==> src/rtl/alu_pkg.sv <==
// alu_pkg: shared opcodes, flag bit positions and default width for the 6-bit ALU.
// Opcodes 110/111 are shifts only when ALU_EXT_OPS_EN is defined.
package alu_pkg;
    localparam int DEF_WIDTH = 6;
    localparam logic [2:0] OP_ADD = 3'b000;
    localparam logic [2:0] OP_SUB = 3'b001;
    localparam logic [2:0] OP_AND = 3'b010;
    localparam logic [2:0] OP_OR  = 3'b011;
    localparam logic [2:0] OP_NOT = 3'b100;
    localparam logic [2:0] OP_XOR = 3'b101;
    localparam logic [2:0] OP_SLL = 3'b110;
    localparam logic [2:0] OP_SRL = 3'b111;
    localparam int FLAG_C = 1;
    localparam int FLAG_Z = 0;
endpackage

==> src/rtl/alu_comb.sv <==
// alu_comb: combinational ALU datapath producing next result and flags.
// Shifter exists only when ALU_EXT_OPS_EN is defined; otherwise 110/111 yield zero.
module alu_comb
    import alu_pkg::*;
#(
    parameter int WIDTH = DEF_WIDTH
) (
    input  logic [2:0]       s,
    input  logic [WIDTH-1:0] a,
    input  logic [WIDTH-1:0] b,
    output logic [WIDTH-1:0] y,
    output logic [1:0]       flags
);
    logic [WIDTH:0]   w_sum;
    logic [WIDTH:0]   w_dif;
    logic [WIDTH-1:0] w_res;
    logic             w_c;
    assign w_sum = {1'b0, a} + {1'b0, b};
    // The extra top bit of the difference is the borrow when a < b.
    assign w_dif = {1'b0, a} - {1'b0, b};
`ifdef ALU_EXT_OPS_EN
    logic [WIDTH:0] w_shl;
    logic [WIDTH:0] w_shr;
    // The guard bit beside the operand catches the last bit shifted out.
    assign w_shl = {1'b0, a} << b[2:0];
    assign w_shr = {a, 1'b0} >> b[2:0];
`endif
    always_comb begin
        w_res = '0;
        w_c   = 1'b0;
        case (s)
            OP_ADD: {w_c, w_res} = w_sum;
            OP_SUB: {w_c, w_res} = w_dif;
            OP_AND: w_res = a & b;
            OP_OR:  w_res = a | b;
            OP_NOT: w_res = ~a;
            OP_XOR: w_res = a ^ b;
`ifdef ALU_EXT_OPS_EN
            OP_SLL: {w_c, w_res} = w_shl;
            OP_SRL: {w_res, w_c} = w_shr;
`endif
            default: ;
        endcase
    end
    assign y             = w_res;
    assign flags[FLAG_C] = w_c;
    assign flags[FLAG_Z] = (w_res == '0);
endmodule

==> src/rtl/alu_6bit.sv <==
// alu_6bit: registered ALU top; one-cycle latency, async active-low reset.
// Define ALU_EXT_OPS_EN to enable shift opcodes 110/111.
module alu_6bit
    import alu_pkg::*;
#(
    parameter int WIDTH = DEF_WIDTH
) (
    input  logic             clk,
    input  logic             rst_n,
    input  logic [2:0]       s,
    input  logic [WIDTH-1:0] a,
    input  logic [WIDTH-1:0] b,
    output logic [1:0]       f,
    output logic [WIDTH-1:0] result
);
    logic [WIDTH-1:0] w_res;
    logic [1:0]       w_flags;
    logic [WIDTH-1:0] r_result;
    logic [1:0]       r_f;
    alu_comb #(.WIDTH(WIDTH)) u_comb (
        .s     (s),
        .a     (a),
        .b     (b),
        .y     (w_res),
        .flags (w_flags)
    );
    always_ff @(posedge clk or negedge rst_n) begin
        if (!rst_n) begin
            r_result <= '0;
            r_f      <= '0;
        end else begin
            r_result <= w_res;
            r_f      <= w_flags;
        end
    end
    assign result = r_result;
    assign f      = r_f;
endmodule

==> config.mk <==
export PLATFORM = sky130hd
export DESIGN_NAME = alu_6bit
export DESIGN_NICKNAME = d
export VERILOG_FILES = /design/src/rtl/alu_pkg.sv /design/src/rtl/alu_comb.sv /design/src/rtl/alu_6bit.sv
export SDC_FILE = /design/constraint.sdc
export NUM_CORES = 1
export LEC_CHECK = 0
export ABC_AREA = 1
export CAP_MARGIN = 25
export CORE_ASPECT_RATIO = 0.8
export CORE_MARGIN = 1
export CORE_UTILIZATION = 50
export CTS_BUF_LIST = sky130_fd_sc_hd__clkbuf_2
export DETAILED_ROUTE_END_ITERATION = 6
export PLACE_DENSITY_LB_ADDON = 0.05
export SETUP_SLACK_MARGIN = 0.5
export SKIP_LAST_GASP = 1
export SLEW_MARGIN = 30
export SYNTH_ARGS = -nofsm -noshare
export SYNTH_HDL_FRONTEND = slang
export SYNTH_HIERARCHICAL = 1
export SYNTH_SLANG_ARGS = --single-unit
export TNS_END_PERCENT = 5
==> constraint.sdc <==
create_clock -name clk -period 0.8 [get_ports clk]
set_input_delay 0.08 -clock clk [delete_from_list [all_inputs] [get_ports clk]]
set_output_delay 0.08 -clock clk [all_outputs]
set_load 0.02 [all_outputs]
# Yosys cells after proc, flatten, opt, wreduce, memory -nomap -nowiden
# Cells that the tools add are included.
# word_totals
reg_bits,8
latch_bits,0
ram_bits,0
romBits,0
inputBits,17
out_inout_bits,8
wordCells,17
memories,0
# op_classes
n_addsub,2
mul,0
div_mod_pow,0
magnitude_cmp,0
n_eq_ne,5
n_shift,0
muxes,2
bitwise,4
n_reduce_logical,2
# ops
cell,count
$pmux W6 S6,1
$add A6 B6 Y7,1
$sub A6 B6 Y7,1
$and A6 B6 Y6,1
$eq A3 B2 Y1 const B,2
$eq A3 B3 Y1 const B,2
$logic_not A6 Y1,1
$not A6 Y6,1
$or A6 B6 Y6,1
$xor A6 B6 Y6,1
$eq A3 B1 Y1 const B,1
$logic_not A3 Y1,1
$pmux W1 S2,1

# Depth between registers and ports, before layout
# Gate-level depths: netlist of run 1.
# depth
ltp_word,3
mapped_depth,12
ltp_nobuf,12

# Cells and area by module
# Netlist of run 1, hierarchy kept.
# by_module_without_submodules
mod,n_inst,cells_per_inst,area_each_um2,seq_area_each_um2
alu_comb,1,171,949.7,0.0
alu_6bit,1,8,200.2,200.2

# Worst setup path before layout of run 1
# No wires, ideal clock.
# synth_path
kind,input port to flip-flop
startpoint,input port a[0]
endpoint,"register r_f[1], in the netlist f[1]"
setup_ns,0.115
arrival_time_ns,1.325
path_slack_ns,-0.639
cell_stages,9
cell_sequence,inv_1 -> ha_1 -> fa_1 -> nand3b_1 -> nand2_1 -> nand2_1 -> a21oi_1 -> o31ai_1 -> buf_4
# synth_between
elab_chain_len,2
elab_cells_between_ends,3
classes_between,add/sub (2); mux (1)
# synth_rtl
element,line,text
start: declaration,alu_6bit.sv:11,"input logic [WIDTH-1:0] a,"
$sub A6 B6 Y7 / $add A6 B6 Y7 (equally long branches),"alu_comb.sv:20, alu_comb.sv:18",
$pmux W1 S2 *,alu_comb.sv:31,case (s)
via u_comb.w_c,alu_comb.sv:17,logic w_c;
end signal: assignment,alu_6bit.sv:33,r_f <= w_flags;
end: declaration,alu_6bit.sv:19,logic [1:0] r_f;
# The timed path passes the listed nets; every way through them passes the cells marked *.

# Worst setup path after layout of run 1
# layout_path
startpoint,input port b[0]
endpoint,"register r_f[0], in the netlist f[0]"
# layout_between
elab_chain_len,3
elab_cells_between_ends,7
classes_between,add/sub (2); mux (1); bitwise (3); reduce/logical (1)
# layout_rtl
element,line,text
start: declaration,alu_6bit.sv:12,"input logic [WIDTH-1:0] b,"
"$sub A6 B6 Y7, or another cell as far along",alu_comb.sv:20,"assign w_dif = {1'b0, a} - {1'b0, b};"
$pmux W6 S6 *,alu_comb.sv:31,
$logic_not A6 Y1 *,alu_comb.sv:47,assign flags[FLAG_Z] = (w_res == '0);
via w_flags[0],alu_6bit.sv:17,logic [1:0] w_flags;
# Marked as above.

==> flow_summary.toml, run 1 <==
[setup_path]
crit_required_ps = 970
cp-startpoint = "b[0]"
critPathArrivalTime_ps = 1550
cp-endpoint = "f[0]"
crit_path_cell_trace = "buf_8 > ha_4 > inv_1 > fa_1 > inv_1 > nand3_1 > nand3_1 > nor2_2 > nand2_1 > nor2_1 > nand3_1 > nor2_1"
crit_top_cell = "nand3_1"
worstSetupPathType = "in2reg"
endpoint_kind = "flop"
cpMaxStageDelayCell = "fa_1"
slowest_delay_ps = 490
worstSetupStartpointType = "input pin"
cp_max_fo = 3

[logic_synthesis]
synth_top_area_share_pct = 19.6
syn-cell-area_um2 = 1150
async_flop_share_pct = 100
ys_ff_latch = 8
synth_nets = 216
avgSynthCellArea_um2 = 6.42
yosysSeqAreaShare_pct = 17.4
synthFlopType = "dfrtp_1"
synth-edff-count = 0
synthTopCellsByArea = "ha_1 (20%), dfrtp_1 (17%), inv_1 (12%)"
yosysMostFrequentCell = "inv_1"
synth_commonest_cells = "inv_1 (38), nand2_1 (34), nand3_1 (26)"
synth_cell_types = 25
synth_top_cell_by_area = "ha_1"
yosys_warnings = 6
synthCells = 179

[final_layout]
layout-drive-gt1-share_pct = 33.5
finalNetCount = 275
insertedDiodeCount = 0
final_core_util_pct = 82.8
multi_input_area_um2 = 885
syn_to_final_growth_pct = 55.5
nFillCells = 156
ff_latch_area_um2 = 200

[timing]
fin_crit_sh_pct = 173
setup_violations = 16
worst-slew-pin-transition_ps = 375
rsz0062_at_grt = "yes"
slew_violations = 0
slew_headroom_pct = 75.0
setup_ws_ps = -586
max_freq_ghz = 0.722
period_needed_ps = 1390
hold_violations = 0

[clock_tree]
cts_tree = "done"
cts.reportedPaths.clkPinSlew_ps = 70
clockBufferDepth = 2
cts_htree_levels = 1
clock-sinks = 8
cts_root_buffer = "clkbuf_2"
cts_buffers = 3

[drt]
antenna_left = 0
drc = 0
drt-pass1-iter-count = 4
drt_iter0_markers = 81
wire_per_inst_um = 13.0
vias_per_cell = 5.40
routed_wl_um = 3410
vias = 1410

[grt]
grt.total_usage_pct = 28.7
met3_usage_pct = 4.58
grtUsageMet2_pct = 53.7
grt.busiest_layer = "met2"
met1_usage_pct = 34.8
grt_antenna_before_repair = 0
grt_first_pass_wirelength_um = 5580
overflow = 0
grt_max_degree = 11
grt_pass1_vias = 1319

[floorplan]
dieHeight_um = 44.9
fp.coreArea_um2 = 2160
initial_core_util_pct = 53.3
ios = 25
rows = 15
dieArea_um2 = 2500
die_w_um = 55.6

[pwr]
p_per_area_nw_per_um2 = 974
power_mw = 1.74
leakagePower_nw = 0.981
peakVddDrop_v = 0.000953

[status]
status = "complete, but fails checks"
violations = "negative setup slack"

[flow_run]
cap_violations = 0

[hold_path]
min_path_type = "in2async"

[placed_design]
hpwl_um = 2630
port_buffers = 24
place.gp.congestion = 0.990
-- how the worst min path moves through the flow --
stage	from	to	slack [ps]	depth (start not counted)
finish	rst_n	result[5]	110	1
global route	rst_n	result[3]	130	1
CTS	rst_n	result[0]	110	1
detailed placement	rst_n	result[3]	370	1
global placement	rst_n	result[0]	360	1
floorplan	rst_n	f[0]	-220	0
-- stage by stage --
| stage | cell area [um2] | std cells | worst slack, ps | hold WS, ps | setup TNS, ps |
|---|---|---|---|---|---|
| 5_1_grt | 1790 | 261 | -593 | 134 | -7700 |
| 3_5_place_dp | 1640 | 256 | -1280 | 373 | -9930 |
| 6_report | 1790 | 261 | -586 | 111 | -7110 |
| 4_1_cts | 1780 | 261 | -542 | 111 | -7030 |
| 2_1_floorplan | 1150 | 179 | -612 | -216 | -3200 |
| 3_3_place_gp | 1640 | 256 | -1210 | 361 | -9420 |
-- critical path: cells and delay by family --
kind,cells,cell delay [ps]
and+or+nand+nor,7,670
adders and majority gates,2,620
buffers and inverters,3,180
-- placed cells by master, fill, tap and decap left out, drive strengths merged --
master / netlist / final
clkdlybuf4s50: 0 / 12
a21oi: 7 / 7
nor3: 2 / 2
inv: 42 / 42
o31ai: 1 / 1
dlymetal6s2s: 0 / 2
o21ai: 4 / 4
a21boi: 1 / 1
nand2: 36 / 36
dlygate4sd2: 0 / 6
clkbuf: 0 / 3
nand3: 27 / 27
dfrtp: 8 / 8
fa: 2 / 2
o21a: 1 / 1
nor2: 20 / 20
xnor2: 1 / 1
ha: 18 / 18
buf: 3 / 37
nand4: 5 / 5
nand3b: 1 / 1
-- metal layers --
layer | up-vias | share of wire (%)
met5 | - | 0
met2 | 75 | 50
met3 | 7 | 7.1
met4 | 0 | 0.79
li1 | 674 | -
met1 | 654 | 42
-- area by class of cell --
class | instances | share of cell area [%]
Inverter | 42 | 9.38
Tap cell | 25 | 1.75
Multi-Input combinational cell | 126 | 49.5
Clock buffer | 3 | 0.840
Timing Repair Buffer | 57 | 27.4
Sequential cell | 8 | 11.2
-- timing repair --
item / in CTS / in global routing
pin swaps: 18 / 8
hold buffers: 0 / 0
endpoints found under the setup margin: 24 / 24
resized for setup: 62 / 3
setup buffers: 2 / 0
-- registers in the layout (all words and copies together) (netlist names) --
name / flops
f: 2
result: 6
-- logic make-up after synthesis --
| logic type | Yosys count | synth area share (%) |
|---|---|---|
| AND/OR/NAND/NOR | 91 | 36.0 |
| buffers and inverters | 45 | 15.7 |
| adder cells (fa/ha/maj) | 20 | 23.1 |
| AO/OA/AOI/OAI | 14 | 7.07 |
| flip-flops | 8 | 17.4 |
| XOR/XNOR | 1 | 0.762 |
-- where the power goes --
group / switching [mW] / total [mW] / leakage, nW / internal (mW)
registers: 0.0130 / 0.466 / 0.102 / 0.452
clock network: 0.131 / 0.234 / 0.0125 / 0.102
logic: 0.557 / 1.04 / 0.867 / 0.485
total: 0.701 / 1.74 / 0.981 / 1.04
No activity file was read; power rests on OpenSTA's default activity.
==> run 2, diff against run 1 <==
CELL_PAD_IN_SITES_DETAIL_PLACEMENT = 1   (was not set)
CELL_PAD_IN_SITES_GLOBAL_PLACEMENT = 2   (was not set)
CORE_UTILIZATION = 27   (was 50)
CTS_BUF_LIST = not set   (was sky130_fd_sc_hd__clkbuf_2)
SKIP_CTS_REPAIR_TIMING = 1   (was not set)
==> run 2 against run 1 <==
- critical path depth is the same
- non-clock buffer count grew 16
- final cell count grew 18%
- worst setup slack lost 28 ps
- core utilization shrank 32 points
- worst hold slack gained 12 ps
- the run still ends with negative setup slack left
==> flow_summary.toml, run 2 (synthesized netlist as in run 1, its figures left out) <==
[floorplan]
fp.coreArea_um2 = 3930
initial_core_util_pct = 29.3
rows = 20
dieHeight_um = 60.4
dieArea_um2 = 4530
ios = 25
die_w_um = 75.0

[clock_tree]
clock-sinks = 8
cts_htree_levels = 1
cts_tree = "done"
cts_buffers = 3
cts_root_buffer = "clkbuf_8"
cts.reportedPaths.clkPinSlew_ps = 40
clockBufferDepth = 2

[grt]
grt_max_degree = 9
grt.total_usage_pct = 18.7
grt_pass1_vias = 1364
grt_first_pass_wirelength_um = 6330
grt_antenna_before_repair = 0
overflow = 0

[setup_path]
crit_required_ps = 960
slowest_delay_ps = 530
worstSetupStartpointType = "input pin"
cp-startpoint = "a[0]"
cpMaxStageDelayCell = "fa_2"
critPathArrivalTime_ps = 1570
cp-endpoint = "f[0]"
worstSetupPathType = "in2reg"
crit_top_cell = "nand3_2"
endpoint_kind = "flop"
cp_max_fo = 2
crit_path_cell_trace = "buf_8 > inv_4 > ha_4 > fa_2 > inv_2 > nand3_2 > nand3_2 > nor2_4 > nand2_2 > nor2_2 > nand3_2 > nor2_2"

[status]
violations = "negative setup slack"
status = "complete, but fails checks"

[hold_path]
min_path_type = "in2async"

[final_layout]
syn_to_final_growth_pct = 75.2
layout_common_cells = "buf_4 (48), nand2_1 (33), inv_1 (26)"
layout-drive-gt1-share_pct = 40.5
nFillCells = 517
largest_reg_flops = 6
insertedDiodeCount = 0
layout_commonest_cell = "buf_4"
final_core_util_pct = 51.3
finalNetCount = 291

[pwr]
power_mw = 2.09
p_per_area_nw_per_um2 = 1040
peakVddDrop_v = 0.000747
leakagePower_nw = 1.13

[drt]
drc = 0
drt-pass1-iter-count = 4
wire_per_inst_um = 13.3
drt_iter0_markers = 42
vias = 1363
vias_per_cell = 4.44
routed_wl_um = 4090
antenna_left = 0

[flow_run]
cap_violations = 0

[timing]
fin_crit_sh_pct = 177
slew_headroom_pct = 77.8
setup_violations = 16
setup_ws_ps = -614
hold_violations = 0
rsz0062_at_grt = "yes"
slew_violations = 0
max_freq_ghz = 0.707
period_needed_ps = 1410
worst-slew-pin-transition_ps = 332

[placed_design]
port_buffers = 24
place.gp.congestion = 0.826
hpwl_um = 3370
run 2: cell type report:
class | count | area, um2 | share of cell area, %
multi-input combinational | 126 | 907 | 45.0
sequential | 8 | 200 | 9.94
clock buffer | 3 | 41.3 | 2.05
timing repair buffer | 73 | 634 | 31.5
inverter | 42 | 163 | 8.07
tap | 55 | 68.8 | 3.42
run 2: worst max-delay path, delay by kind of cell:
family	cells	cell delay, ps
buffers and inverters	3	150
adders and majority gates	2	690
and+or+nand+nor	7	650
run 2: power by group:
part	total, mW	internal, mW	switching [mW]
sequential	0.467	0.455	0.0114
combinational	1.17	0.574	0.592
clock	0.460	0.324	0.136
run 2: how the worst min path moves through the flow:
stage | startpoint | end | slack [ps]
floorplan | rst_n | f[0] | -220
global placement | rst_n | result[2] | 360
detailed placement | rst_n | result[1] | 370
CTS | rst_n | result[1] | 130
global route | rst_n | result[1] | 140
finish | rst_n | result[1] | 120
run 2: metal layers:
layer	wire, um	part of all wire (%)	GRT usage [%]	vias up
met4	22	0.54	4.04	0
li1	-	-	-	705
met5	0	0	0	-
met3	127	3.1	1.16	2
met1	2080	51	27.9	626
met2	1860	46	29.9	30
run 2: stage by stage:
stage               cells  setup slack (ps)  cell area, um2  TNS [ps]  hold WS [ps]
global placement      301             -1270            1790    -10290           361
global route          307              -718            2010     -8260           143
CTS                   304             -1110            1830    -10780           130
finish                307              -614            2010     -7180           124
detailed placement    301             -1320            1790    -10620           366
floorplan             179              -612            1150     -3200          -216
